[config.mk]
export PLATFORM = sky130hd
export DESIGN_NAME = player_speed_controller
export DESIGN_NICKNAME = d
export VERILOG_FILES = /design/src/rtl/player_speed_controller.sv
export SDC_FILE = /design/constraint.sdc
export NUM_CORES = 1
export LEC_CHECK = 0
export BUFFER_PORTS_ARGS = -buffer_cell sky130_fd_sc_hd__buf_4
export CORE_UTILIZATION = 45
export CTS_CLUSTER_SIZE = 30
export DETAILED_ROUTE_END_ITERATION = 16
export PLACE_DENSITY = 0.72
export SLEW_MARGIN = 0
export SYNTH_ARGS = -nofsm -noshare
export SYNTH_HDL_FRONTEND = slang
export SYNTH_SLANG_ARGS = --single-unit
[constraint.sdc]
create_clock -name clk -period 3.14 [get_ports clk]
set_clock_uncertainty 0.15 [all_clocks]
set_input_delay 0.314 -clock clk [delete_from_list [all_inputs] [get_ports clk]]
set_output_delay 0.314 -clock clk [all_outputs]
set_load 0.03 [all_outputs]
[src/rtl/player_speed_controller.sv]
// Per-frame speed profile for the player car: throttle/brake/coast, crash spin-out and finish run-down.
// All state advances only on startOfFrame; outputs are registered and hold between frame pulses.
module player_speed_controller #(
    parameter int unsigned MAX_SPEED    = 640,
    parameter int unsigned ACCEL_STEP   = 4,
    parameter int unsigned BRAKE_STEP   = 12,
    parameter int unsigned COAST_STEP   = 1,
    parameter int unsigned CRASH_FRAMES = 60
) (
    input  logic       clk,
    input  logic       resetN,
    input  logic       startOfFrame,
    input  logic       throttle,
    input  logic       brake,
    input  logic       collision,
    input  logic       race_done,
    output logic [9:0] player_speed,
    output logic       crashed,
    output logic       finished
);

    localparam int unsigned TW = (CRASH_FRAMES > 1) ? $clog2(CRASH_FRAMES) : 1;

    localparam logic [10:0]   MAX_W      = 11'(MAX_SPEED);
    localparam logic [10:0]   ACCEL_W    = 11'(ACCEL_STEP);
    localparam logic [10:0]   BRAKE_W    = 11'(BRAKE_STEP);
    localparam logic [10:0]   COAST_W    = 11'(COAST_STEP);
    localparam logic [TW-1:0] TIMER_INIT = TW'(CRASH_FRAMES - 1);

    typedef enum logic [1:0] {
        ST_DRIVING  = 2'd0,
        ST_CRASHED  = 2'd1,
        ST_FINISHED = 2'd2
    } state_t;

    state_t        state_q,    state_d;
    logic [9:0]    speed_q,    speed_d;
    logic [TW-1:0] timer_q,    timer_d;
    logic          coll_q,     coll_d;
    logic          crashed_q,  crashed_d;
    logic          finished_q, finished_d;
    logic          coll_seen;

    // 11-bit headroom keeps the sum exact before clamping to the ceiling.
    function automatic logic [9:0] sat_add(input logic [9:0] v, input logic [10:0] step);
        logic [10:0] sum;
        sum = {1'b0, v} + step;
        if (sum > MAX_W) begin
            return MAX_W[9:0];
        end
        return sum[9:0];
    endfunction

    // A borrow out of the 11-bit difference means the result went below zero.
    function automatic logic [9:0] sat_sub(input logic [9:0] v, input logic [10:0] step);
        logic [10:0] diff;
        diff = {1'b0, v} - step;
        if (diff[10]) begin
            return 10'd0;
        end
        if (diff > MAX_W) begin
            return MAX_W[9:0];
        end
        return diff[9:0];
    endfunction

    assign coll_seen = coll_q | collision;

    always_comb begin
        state_d = state_q;
        speed_d = speed_q;
        timer_d = timer_q;
        coll_d  = coll_seen;

        if (startOfFrame) begin
            coll_d = 1'b0;
            unique case (state_q)
                ST_DRIVING: begin
                    if (race_done) begin
                        state_d = ST_FINISHED;
                        speed_d = sat_sub(speed_q, BRAKE_W);
                    end else if (coll_seen) begin
                        state_d = ST_CRASHED;
                        speed_d = 10'd0;
                        timer_d = TIMER_INIT;
                    end else if (brake) begin
                        speed_d = sat_sub(speed_q, BRAKE_W);
                    end else if (throttle) begin
                        speed_d = sat_add(speed_q, ACCEL_W);
                    end else begin
                        speed_d = sat_sub(speed_q, COAST_W);
                    end
                end
                ST_CRASHED: begin
                    speed_d = 10'd0;
                    if (race_done) begin
                        state_d = ST_FINISHED;
                    end else if (timer_q == '0) begin
                        state_d = ST_DRIVING;
                    end else begin
                        timer_d = timer_q - TW'(1);
                    end
                end
                ST_FINISHED: begin
                    speed_d = sat_sub(speed_q, BRAKE_W);
                end
                default: begin
                    state_d = ST_DRIVING;
                    speed_d = 10'd0;
                end
            endcase
        end

        crashed_d  = (state_d == ST_CRASHED);
        finished_d = (state_d == ST_FINISHED);
    end

    always_ff @(posedge clk or negedge resetN) begin
        if (!resetN) begin
            state_q    <= ST_DRIVING;
            speed_q    <= 10'd0;
            timer_q    <= '0;
            coll_q     <= 1'b0;
            crashed_q  <= 1'b0;
            finished_q <= 1'b0;
        end else begin
            state_q    <= state_d;
            speed_q    <= speed_d;
            timer_q    <= timer_d;
            coll_q     <= coll_d;
            crashed_q  <= crashed_d;
            finished_q <= finished_d;
        end
    end

    assign player_speed = speed_q;
    assign crashed      = crashed_q;
    assign finished     = finished_q;

endmodule

; Yosys cells after proc, flatten, opt, wreduce, memory -nomap -nowiden
; Cells that the tools add are included.
[classes]
add_sub_neg = 4
multipliers = 0
div = 0
magnitude_cmp = 3
eq_ne = 8
n_shift = 0
n_mux = 78
n_bitwise = 1
reduce_logical = 4
[op_table]
columns = cell, count
row1 = 2-to-1 mux 10 bit, 18
row2 = 2-to-1 mux 1 bit, 48
row3 = > comparator 11 x 10 -> 1 bit (second input constant), 3
row4 = 2-to-1 mux 6 bit, 4
row5 = one-hot mux 10 bit (2 select lines), 1
row6 = one-hot mux 6 bit (2 select lines), 1
row7 = adder 10 x 3 -> 11 bit (second input constant), 1
row8 = subtractor 10 x 1 -> 11 bit (second input constant), 1
row9 = subtractor 10 x 4 -> 11 bit (second input constant), 1
row10 = 2-to-1 mux 2 bit, 5
row11 = inequality test 2 bit (second input constant), 4
row12 = logical NOT 6 bit, 1
row13 = one-hot mux 2 bit (3 select lines), 1
row14 = AND reduction 6 bit, 1
row15 = subtractor 6 x 1 -> 6 bit (second input constant), 1
row16 = == test 2 x 1 -> 1 bit (second input constant), 2
row17 = == test 2 bit (second input constant), 2
row18 = logical NOT 2 bit, 1
row19 = nonzero test 2 bit, 1
row20 = bitwise OR 1 bit, 1
[totals]
ff_bits = 21
latchBits = 0
mem_bits_rw = 0
rom_bits = 0
in_bits = 7
elab_cells = 104
mem_count = 0

; Longest topological paths before layout
; Gate-level depths: netlist of run 1.
[logic_depth]
word_depth = 22
mapped_depth = 12

; Least setup slack after synthesis of run 1
; Ideal clock, no wire load.
[synth_path]
kind = flip-flop to flip-flop
start = register speed_q[0], in the netlist player_speed[0]
end = register speed_q[6], in the netlist player_speed[6]
setup_time_ps = 126
arrival_ps = 2430
slack_ps = 434
path_stages_with_launch = 11
n_path_buf = 0
synth_period_minus_slack_ps = 2706
cell_sequence = dfrtp_1 -> inv_1 -> ha_1 -> nand2b_1 -> and4_1 -> o2111ai_1 -> o311ai_2 -> o21ai_4 -> o22ai_1 -> and3_1 -> a221o_1
[synth_between]
elab_chain_cells = 17
word_cells_on_any_way = 69
cone_classes = add/sub: 3 / order compare: 3 / mux: 63
[synth_lines]
columns = element, line_no
row1 = "start, declared", 37  ; logic [9:0] speed_q, speed_d;
row2 = "start signal, assigned", 128  ; speed_q <= speed_d;
row3 = subtractor 10 x 1 -> 11 bit, 57  ; diff = {1'b0, v} - step;
row4 = > comparator 11 x 10 -> 1 bit, 61  ; if (diff > MAX_W) begin
row5 = 2-to-1 mux 1 bit (2 in series), 61
row6 = 2-to-1 mux 1 bit, 88  ; end else if (throttle) begin
row7 = 2-to-1 mux 1 bit, 86  ; end else if (brake) begin
row8 = 2-to-1 mux 1 bit, 82  ; end else if (coll_seen) begin
row9 = 2-to-1 mux 1 bit, 79  ; if (race_done) begin
row10 = 2-to-1 mux 1 bit, 77  ; unique case (state_q)
row11 = 2-to-1 mux 1 bit, 75  ; if (startOfFrame) begin
row12 = 2-to-1 mux 10 bit, 64  ; return diff[9:0];
row13 = 2-to-1 mux 10 bit, 61
row14 = 2-to-1 mux 10 bit, 88
row15 = 2-to-1 mux 10 bit, 86
row16 = 2-to-1 mux 10 bit, 82
row17 = 2-to-1 mux 10 bit, 79
row18 = one-hot mux 10 bit (2 select lines) (*), 77
; Mark *: on every way between the ends. The rest lies on a longest branch, timed or not. The select of a mux whose other input is x is not followed.
; A chain may end at the register's enable or synchronous reset.

; Worst setup path in the final report of run 1
; Ends and elaborated chain as after synthesis.

==> results of run 1 <==
-- report_power, final --
part	total, W	switching (W)	internal (W)
Combinational	0.00141	0.000857	0.000556
Clock	0.000182	0.0000937	0.0000885
Sequential	0.000544	0.000190	0.000354
Total	0.00214	0.00114	0.000999
-- metrics by stage --
stage / hold WS (ns) / util (%) / total power (W) / setup WS, ns
4_1_cts: 0.181 / 52.2 / 0.00210 / 0.321
2_1_floorplan: -0.132 / - / 0.00158 / 0.434
3_5_place_dp: 0.0711 / 50.9 / 0.00192 / 0.346
6_report: 0.187 / 52.2 / 0.00214 / 0.318
3_3_place_gp: 0.0722 / 50.9 / 0.00192 / 0.374
5_1_grt: 0.213 / 52.2 / 0.00229 / 0.0973
-- metal layers --
layer  vias up  global-route usage, %
met1       961                   36.0
met2       106                   33.8
li1       1017                      -
met4         0                   4.99
met3         8                   4.94
met5         -                      0
-- cell type report --
type                    count  area, um2  share of cell area (%)
well taps                  52       65.1                    2.87
repair buffers             27        205                    9.04
flip-flops and latches     21        526                    23.1
clock buffers               3       41.3                    1.82
clock inverters             1       5.00                   0.220
multi-input cells         216       1380                    60.6
inverters                  14       52.6                    2.31
-- placed cells by master, fill, tap and decap left out, types with 4 or more instances in the layout --
| master | n |
|---|---|
| o21ai_0 | 16 |
| nor2_1 | 23 |
| and3_1 | 7 |
| o22ai_1 | 4 |
| ha_1 | 7 |
| a31oi_1 | 11 |
| buf_4 | 26 |
| nand3_1 | 9 |
| o211ai_1 | 6 |
| dfrtp_1 | 21 |
| xnor2_1 | 11 |
| nand2b_1 | 6 |
| nor3_1 | 13 |
| nand2_1 | 27 |
| inv_1 | 12 |
| nor4_1 | 7 |
| a21oi_1 | 20 |
-- cells by family (layout without fill, tap and decap cells) --
| logic type | after synthesis | after routing |
|---|---|---|
| fa+ha+maj | 7 | 7 |
| xor+xnor | 14 | 14 |
| buf+inv | 32 | 45 |
| simple gates | 109 | 109 |
| compound gates | 86 | 86 |
| flops | 21 | 21 |
-- final timing paths --
check,slack [ns],end,from
min in group asynchronous,0.32,player_speed[7],resetN
worst max register to register,0.32,player_speed[6],player_speed[0]
worst min-delay path,0.19,coll_q,collision
max in group asynchronous,2.28,coll_q,resetN
worst max-delay path,0.32,player_speed[6],player_speed[0]
worst min register to register,0.40,timer_q[5],timer_q[5]
-- tightest hold or removal path, stage by stage --
cell    delay (ns)
buf_4         0.08
nor2_1        0.08
nor2_1        0.09
-- flip-flops by register name, summed over array words and instances, names as in the netlist --
signal,count
coll_q,1
crashed,1
finished,1
player_speed,10
state_q,2
timer_q,6
==> impl_metrics.yaml, run 1 <==
sta:
  hold_viol_final: 0
  finalSetupViolCount: 0
  rsz0062_at_grt: "false"
  tns_ns: 0
  min_period_ns: 2.82
  tightest_slew_ns: 0.678
  slew_violations: 0
  finalCritPeriodShare_pct: 89.9
  max_freq_mhz: 354
  maxSlewHeadroom_pct: 54.3
global_routing:
  grt_max_degree: 22
  first_global_vias: 1823
  grt_antenna_before_repair: 0
  grt_pass1_wl_um: 9180
  grt_overflow: 0
  grt_usage_pct: 23.5
yosys:
  synth.area.top_cells: "dfrtp_1 26%, nand2_1 5.0%, a21oi_1 4.9%"
  synth_compound_area_share_pct: 29.2
  synth_top_cell_area_share_pct: 25.8
  synth-simple-area-share_pct: 27.9
  yosysMostFrequentCell: "nand2_1"
  synth_common_cells: "27 x nand2_1, 23 x nor2_1, 21 x dfrtp_1"
  synth-async-reset-ratio_pct: 100
  synthCells: 269
  yosysSeqAreaShare_pct: 25.8
  synthAdderAreaFrac_pct: 4.29
  syn-num-nets: 283
  synth_top_family_by_area: "compound AO/OA/AOI/OAI gates"
  synth-xor-area-share_pct: 6.01
  muxShareOfSynthArea_pct: 0
  synth_edf_count: 0
  avgSynthCellArea_um2: 7.59
  ys_seq_elements: 21
  synth.largest_area_cell: "dfrtp_1"
  syn-cell-area_um2: 2040
  yosys_warnings: 0
  ys_types: 57
  ys.flop_type: "dfrtp_1"
detailed_routing:
  num_vias: 2092
  ant_nets: 0
  highest_layer: "met4"
  met3WireLength_um: 475
  drc: 0
  drtIter0Drc: 352
  wire_per_inst_um: 16.7
  viasPerCell: 6.26
  drt-met1-wl_um: 2690
  drt_pass1_iterations: 5
  wl_um: 5580
  wl_met2_um: 2360
cts:
  cts_root_buffer: "clkbuf_8"
  tritoncts: "yes"
  ctsHoldBuffers: 1
  clkLatencyLatePin_ns: 0.26
  ctsHtreeMaxLevel: 1
  post_cts_buffers: 0
  post_cts_resize_count: 0
  clock_path_buffers: 2
  cts_buffers: 3
  clk_pin_slew_ns: 0.08
  cts_sinks: 21
placement:
  gp_congestion: 1.02
  port_buffers: 18
  placed_cell_area_um2: 2210
  hpwl_um: 4120
  dpl.cell_count: 329
setup_path:
  max_stage_delay_ns: 0.52
  arrival_ns: 2.83
  end_kind: "flip-flop"
  worst_path_max_delay_cell: "dfrtp_1"
  cp-start-kind: "flip-flop"
  path_class: "reg -> reg"
  path_depth: 10
  critPathBufInv: 1
  cp_cell_sequence: "inv_1 > ha_1 > nand2b_1 > and4_1 > o2111ai_1 > o311ai_2 > o21ai_4 > o22ai_1 > and3_1 > a221o_1"
  critPathTopFamily: "compound AO/OA/AOI/OAI gates"
  reg2reg_depth: 10
  cp_max_fo: 9
  worst-endpoint-required_ns: 3.15
pwr:
  ir_drop_uv: 336
  p_per_area_nw_per_um2: 942
  p_leak_nw: 0.917
min_path:
  holdPathStages: 3
  hp-class: "in -> reg"
cells_and_area:
  drive_above_1_share_pct: 14.5
  fill_cells: 434
  fin_area_um2: 2270
  synthToLayoutAreaGrowth_pct: 11.3
  n_antenna_cell: 0
  nNetsFinal: 297
  final_cell_count_no_fill: 334
die:
  rows: 24
  fp.dieH_um: 69.3
  start_util_pct: 46.9
  die_w_um: 69.3
  core_area_um2: 4350
  dieArea_um2: 4810
  io_pins: 19
run:
  cap_violations: 0
status:
  status: "completed"
Note: power is estimated with default switching activity, not from simulation.
==> inputs of run 2 (changes only) <==
--- a/config.mk
+++ b/config.mk
@@ -6,10 +6,10 @@
 export NUM_CORES = 1
 export LEC_CHECK = 0
 export BUFFER_PORTS_ARGS = -buffer_cell sky130_fd_sc_hd__buf_4
-export CORE_UTILIZATION = 45
+export CORE_UTILIZATION = 60
 export CTS_CLUSTER_SIZE = 30
 export DETAILED_ROUTE_END_ITERATION = 16
-export PLACE_DENSITY = 0.72
+export PLACE_DENSITY = 0.89
 export SLEW_MARGIN = 0
 export SYNTH_ARGS = -nofsm -noshare
 export SYNTH_HDL_FRONTEND = slang
==> run 2 against run 1 <==
  * Utilization rose by 20 points
  * Final cell count fell by 1.2%
  * Register-to-register slack got worse by 0.02 ns
  * First-iteration DRC count fell by 55%
  * Worst hold slack got worse by 0.059 ns
  * Die area fell by 24%
  * Total power fell by 0.34%
  * Sequential share of layout area barely moved
  * Design area barely moved
  * Fmax fell by 0.61%
  * Wire length rose by 4.5%
  * Critical endpoint unchanged
  * Largest power group unchanged
==> impl_metrics.yaml, run 2 (synthesis gave the netlist of run 1 again) <==
status:
  status: "completed"
global_routing:
  grt_overflow: 0
  grt_antenna_before_repair: 0
  grt_max_degree: 22
  grt_usage_pct: 34.8
  grt_pass1_wl_um: 9270
  first_global_vias: 1954
setup_path:
  path_class: "reg -> reg"
  ff2ff_setup_slack_ns: 0.30
  arrival_ns: 2.92
  cp_max_fo: 13
  worst-endpoint-required_ns: 3.22
  cp-start-kind: "flip-flop"
  end_kind: "flip-flop"
cts:
  clock_path_buffers: 2
  clkLatencyLatePin_ns: 0.33
  ctsHtreeMaxLevel: 1
  tritoncts: "yes"
  cts_root_buffer: "clkbuf_4"
  cts_sinks: 21
  ctsHoldBuffers: 1
  post_cts_buffers: 0
  cts_buffers: 3
  post_cts_resize_count: 0
  clk_pin_slew_ns: 0.13
sta:
  min_period_ns: 2.84
  fin_ws_ns: 0.301
  max_freq_mhz: 352
  tns_ns: 0
  tightest_slew_ns: 0.674
  finalSetupViolCount: 0
  maxSlewHeadroom_pct: 54.6
  slew_violations: 0
  rsz0062_at_grt: "false"
  hold_viol_final: 0
  finalCritPeriodShare_pct: 90.4
die:
  fp.dieH_um: 60.3
  die_w_um: 60.3
  core_area_um2: 3130
  io_pins: 19
  dieArea_um2: 3640
  start_util_pct: 65.2
  rows: 20
min_path:
  hp-class: "in -> reg"
detailed_routing:
  drc: 0
  wire_per_inst_um: 17.7
  viasPerCell: 6.65
  drt_pass1_iterations: 8
  wl_um: 5830
  num_vias: 2194
  ant_nets: 0
  drtIter0Drc: 159
cells_and_area:
  final_common_cell: "buf_4"
  nNetsFinal: 301
  multiInputGateArea_um2: 1380
  largest_reg_flops: 10
  layout_common_cells: "30 x buf_4, 27 x nand2_1, 23 x nor2_1, 21 x dfrtp_1, 20 x a21oi_1"
  synthToLayoutAreaGrowth_pct: 11.3
  drive_above_1_share_pct: 15.7
  fill_cells: 292
  n_antenna_cell: 0
  regArea_um2: 526
placement:
  gp_congestion: 0.971
  dp_slack_ns: 0.401
  port_buffers: 18
  hpwl_um: 4290
pwr:
  p_per_area_nw_per_um2: 938
  ir_drop_uv: 445
  p_leak_nw: 0.929
run:
  cap_violations: 0
-- run 2: cell count changes in the layout (fill, tap and decap cells not counted) --
cell      previous run  this run
clkbuf_4             0         3
clkbuf_8             3         0
buf_4               26        30
-- run 2: critical path: stages, from the launching register on --
cell and delay, ns:
dfrtp_1 0.60, nor3_4 0.42, o211ai_1 0.18, xor2_1 0.20
o21ba_2 0.34, nand2b_4 0.17, nor2_1 0.10, a31o_2 0.24
a221o_1 0.33
-- run 2: final cells by class --
class	count	share of cell area (%)
well taps	44	2.42
repair buffers	31	10.4
inverters	14	2.31
clock inverters	1	0.220
flip-flops and latches	21	23.1
clock buffers	3	0.991
multi-input cells	216	60.6
-- run 2: per-layer routing --
layer / wire (um) / track usage, % / vias up
met4: 186 / 15.0 / 0
met2: 2580 / 52.4 / 138
met1: 2460 / 48.3 / 1009
met3: 606 / 6.49 / 25
li1: - / - / 1022
met5: 0 / 0 / -
-- run 2: final timing paths --
| path | start | endpoint | cells past startpoint |
|---|---|---|---|
| min | collision | coll_q | 3 |
| max reg2reg | player_speed[4] | player_speed[6] | 8 |
| min reg2reg | timer_q[5] | timer_q[5] | 2 |
| max in group asynchronous | resetN | player_speed[0] | 2 |
| min in group asynchronous | resetN | player_speed[9] | 2 |
| max | player_speed[4] | player_speed[6] | 8 |
-- run 2: stage by stage --
step | power [W] | cells | util (%) | instance area [um2] | hold WS (ns)
after floorplan | 0.00158 | 269 | - | 2040 | -0.132
after global placement | 0.00192 | 325 | 71.4 | 2230 | 0.0616
after detailed placement | 0.00195 | 325 | 71.4 | 2230 | 0.0688
after CTS | 0.00209 | 330 | 72.6 | 2270 | 0.137
after global routing | 0.00227 | 330 | 72.6 | 2270 | 0.168
final | 0.00213 | 330 | 72.6 | 2270 | 0.128
-- run 2: where the power goes --
group          leakage, nW  switching [W]  total (W)  internal, W
Sequential           0.251       0.000210   0.000563     0.000353
Combinational        0.660       0.000852    0.00142     0.000570
Clock               0.0177      0.0000985   0.000146    0.0000479
==> inputs of run 3 (changes only) <==
--- a/config.mk
+++ b/config.mk
@@ -6,8 +6,9 @@
 export NUM_CORES = 1
 export LEC_CHECK = 0
 export BUFFER_PORTS_ARGS = -buffer_cell sky130_fd_sc_hd__buf_4
+export CORE_MARGIN = 2
 export CORE_UTILIZATION = 60
-export CTS_CLUSTER_SIZE = 30
+export CTS_CLUSTER_SIZE = 8
 export DETAILED_ROUTE_END_ITERATION = 16
 export PLACE_DENSITY = 0.89
 export SLEW_MARGIN = 0
==> constraint.sdc (replaced) <==
create_clock -name clk -period 3.14 [get_ports clk]
set_clock_uncertainty 0.15 [all_clocks]
set_input_delay 0.314 -clock clk [delete_from_list [all_inputs] [get_ports clk]]
set_output_delay 0.314 -clock clk [all_outputs]
set_load 0.05 [all_outputs]
==> run 3 against run 2 <==
  * Clock-buffer cell count increased by 1
  * First-iteration DRC count increased by 69%
  * Register-to-register slack about the same
  * Clock power decreased by 13%
  * Die area increased by 6.7%
  * Largest power group unchanged
==> impl_metrics.yaml, run 3 (synthesis gave the netlist of run 1 again) <==
status:
  status: "completed"
detailed_routing:
  viasPerCell: 6.54
  drtIter0Drc: 269
  wl_um: 5590
  drt_pass1_iterations: 5
  num_vias: 2158
  wire_per_inst_um: 16.9
  drc: 0
  ant_nets: 0
cells_and_area:
  final_common_cell: "buf_4"
  largest_reg_flops: 10
  nNetsFinal: 299
  regArea_um2: 526
  synthToLayoutAreaGrowth_pct: 10.7
  multiInputGateArea_um2: 1380
  fill_cells: 306
  n_antenna_cell: 0
  layout_common_cells: "28 x buf_4, 27 x nand2_1, 23 x nor2_1, 21 x dfrtp_1, 20 x a21oi_1"
  drive_above_1_share_pct: 14.8
placement:
  port_buffers: 18
  hpwl_um: 4160
  gp_congestion: 0.984
  dp_slack_ns: 0.347
die:
  io_pins: 19
  core_area_um2: 3310
  rows: 21
  fp.dieH_um: 62.3
  die_w_um: 62.3
  dieArea_um2: 3880
  start_util_pct: 61.6
pwr:
  p_switching_w: 0.00121
  share_seq_of_total_power_pct: 25.5
  p_per_area_nw_per_um2: 963
  p_leak_nw: 0.915
  power.share.clock_pct: 5.9
  switching_share_pct: 55.5
  power_frac_comb_pct: 68.7
  power.total_w: 0.00218
  power.internal_w: 0.000968
  ir_drop_uv: 521
setup_path:
  ff2ff_setup_slack_ns: 0.31
  rr_startpoint: "player_speed[2]"
  arrival_ns: 2.94
  critPathTopFamily: "compound AO/OA/AOI/OAI gates"
  path_class: "reg -> reg"
  worst_path_max_delay_cell: "dfrtp_1"
  critPathBufInv: 1
  end_kind: "flip-flop"
  r2r-end: "player_speed[6]"
  cp_cell_sequence: "ha_1 > inv_1 > nor3_1 > a31oi_1 > o21ba_2 > nand2b_4 > nor2_1 > a31o_2 > a221o_1"
  worst-endpoint-required_ns: 3.24
  max_stage_delay_ns: 0.53
  cp_max_fo: 11
  cp-start-kind: "flip-flop"
  reg2reg_depth: 9
sta:
  min_period_ns: 2.83
  tightest_slew_ns: 0.761
  hold_viol_final: 0
  finalCritPeriodShare_pct: 90.3
  maxSlewHeadroom_pct: 48.8
  fin_ws_ns: 0.306
  finalSetupViolCount: 0
  slew_violations: 0
  rsz0062_at_grt: "false"
  tns_ns: 0
  max_freq_mhz: 353
global_routing:
  grt_usage_pct: 29.2
  grt_max_degree: 22
  grt_pass1_wl_um: 9270
  first_global_vias: 1928
  grt_antenna_before_repair: 0
  grt_overflow: 0
cts:
  cts_buffers: 3
  ctsHoldBuffers: 1
  tritoncts: "yes"
  clk_pin_slew_ns: 0.12
  clock_path_buffers: 2
  cts_sinks: 21
  ctsHtreeMaxLevel: 1
  post_cts_buffers: 0
  cts_root_buffer: "clkbuf_4"
  post_cts_resize_count: 0
  clkLatencyLatePin_ns: 0.30
min_path:
  holdPathStages: 3
  hp-class: "in -> reg"
  hp-start: "collision"
  holdPathEnd: "coll_q"
run:
  cap_violations: 0
==> run 3: cell count changes in the layout (fill, tap and decap cells not counted), sizes merged <==
cell	before	now
clkbuf	3	4
clkinv	3	2
buf	30	28
==> run 3: worst min-delay path, stage by stage <==
cell and delay (ns):
buf_4 0.08, nor2_1 0.07, nor2_1 0.09
==> run 3: how the worst max path moves through the flow <==
stage | start | to | cells past startpoint
after detailed placement | player_speed[4] | player_speed[6] | 8
after CTS | player_speed[4] | player_speed[6] | 8
after floorplan | player_speed[0] | player_speed[6] | 10
final | player_speed[2] | player_speed[6] | 9
after global routing | player_speed[2] | player_speed[6] | 9
after global placement | player_speed[4] | player_speed[6] | 8
==> run 3: power groups by stage <==
stage	registers, W	logic [W]	clock network [W]
after floorplan	0.000606	0.00104	0
after CTS	0.000549	0.00146	0.000130
after global routing	0.000573	0.00161	0.000143
final	0.000554	0.00149	0.000127
after global placement	0.000553	0.00144	0
after detailed placement	0.000555	0.00145	0
==> run 3: layer usage <==
layer	GRT usage (%)	part of all wire, %
met1	43.4	44
met2	46.5	45
met3	3.44	9.8
met4	5.00	1.5
met5	0	0
==> run 3: through the flow <==
step	std cells	util (%)	hold WS, ns	cell area (um2)
after global routing	330	68.2	0.144	2260
after detailed placement	325	67.1	0.0655	2220
after global placement	325	67.1	0.0645	2220
after floorplan	269	-	-0.132	2040
after CTS	330	68.2	0.139	2260
final	330	68.2	0.145	2260
==> run 3: layout make-up <==
| cell class | instances | area share (%) |
|---|---|---|
| flip-flops and latches | 21 | 23.3 |
| well taps | 46 | 2.55 |
| inverters | 14 | 2.33 |
| multi-input cells | 216 | 60.9 |
| repair buffers | 29 | 9.75 |
| clock buffers | 4 | 1.16 |
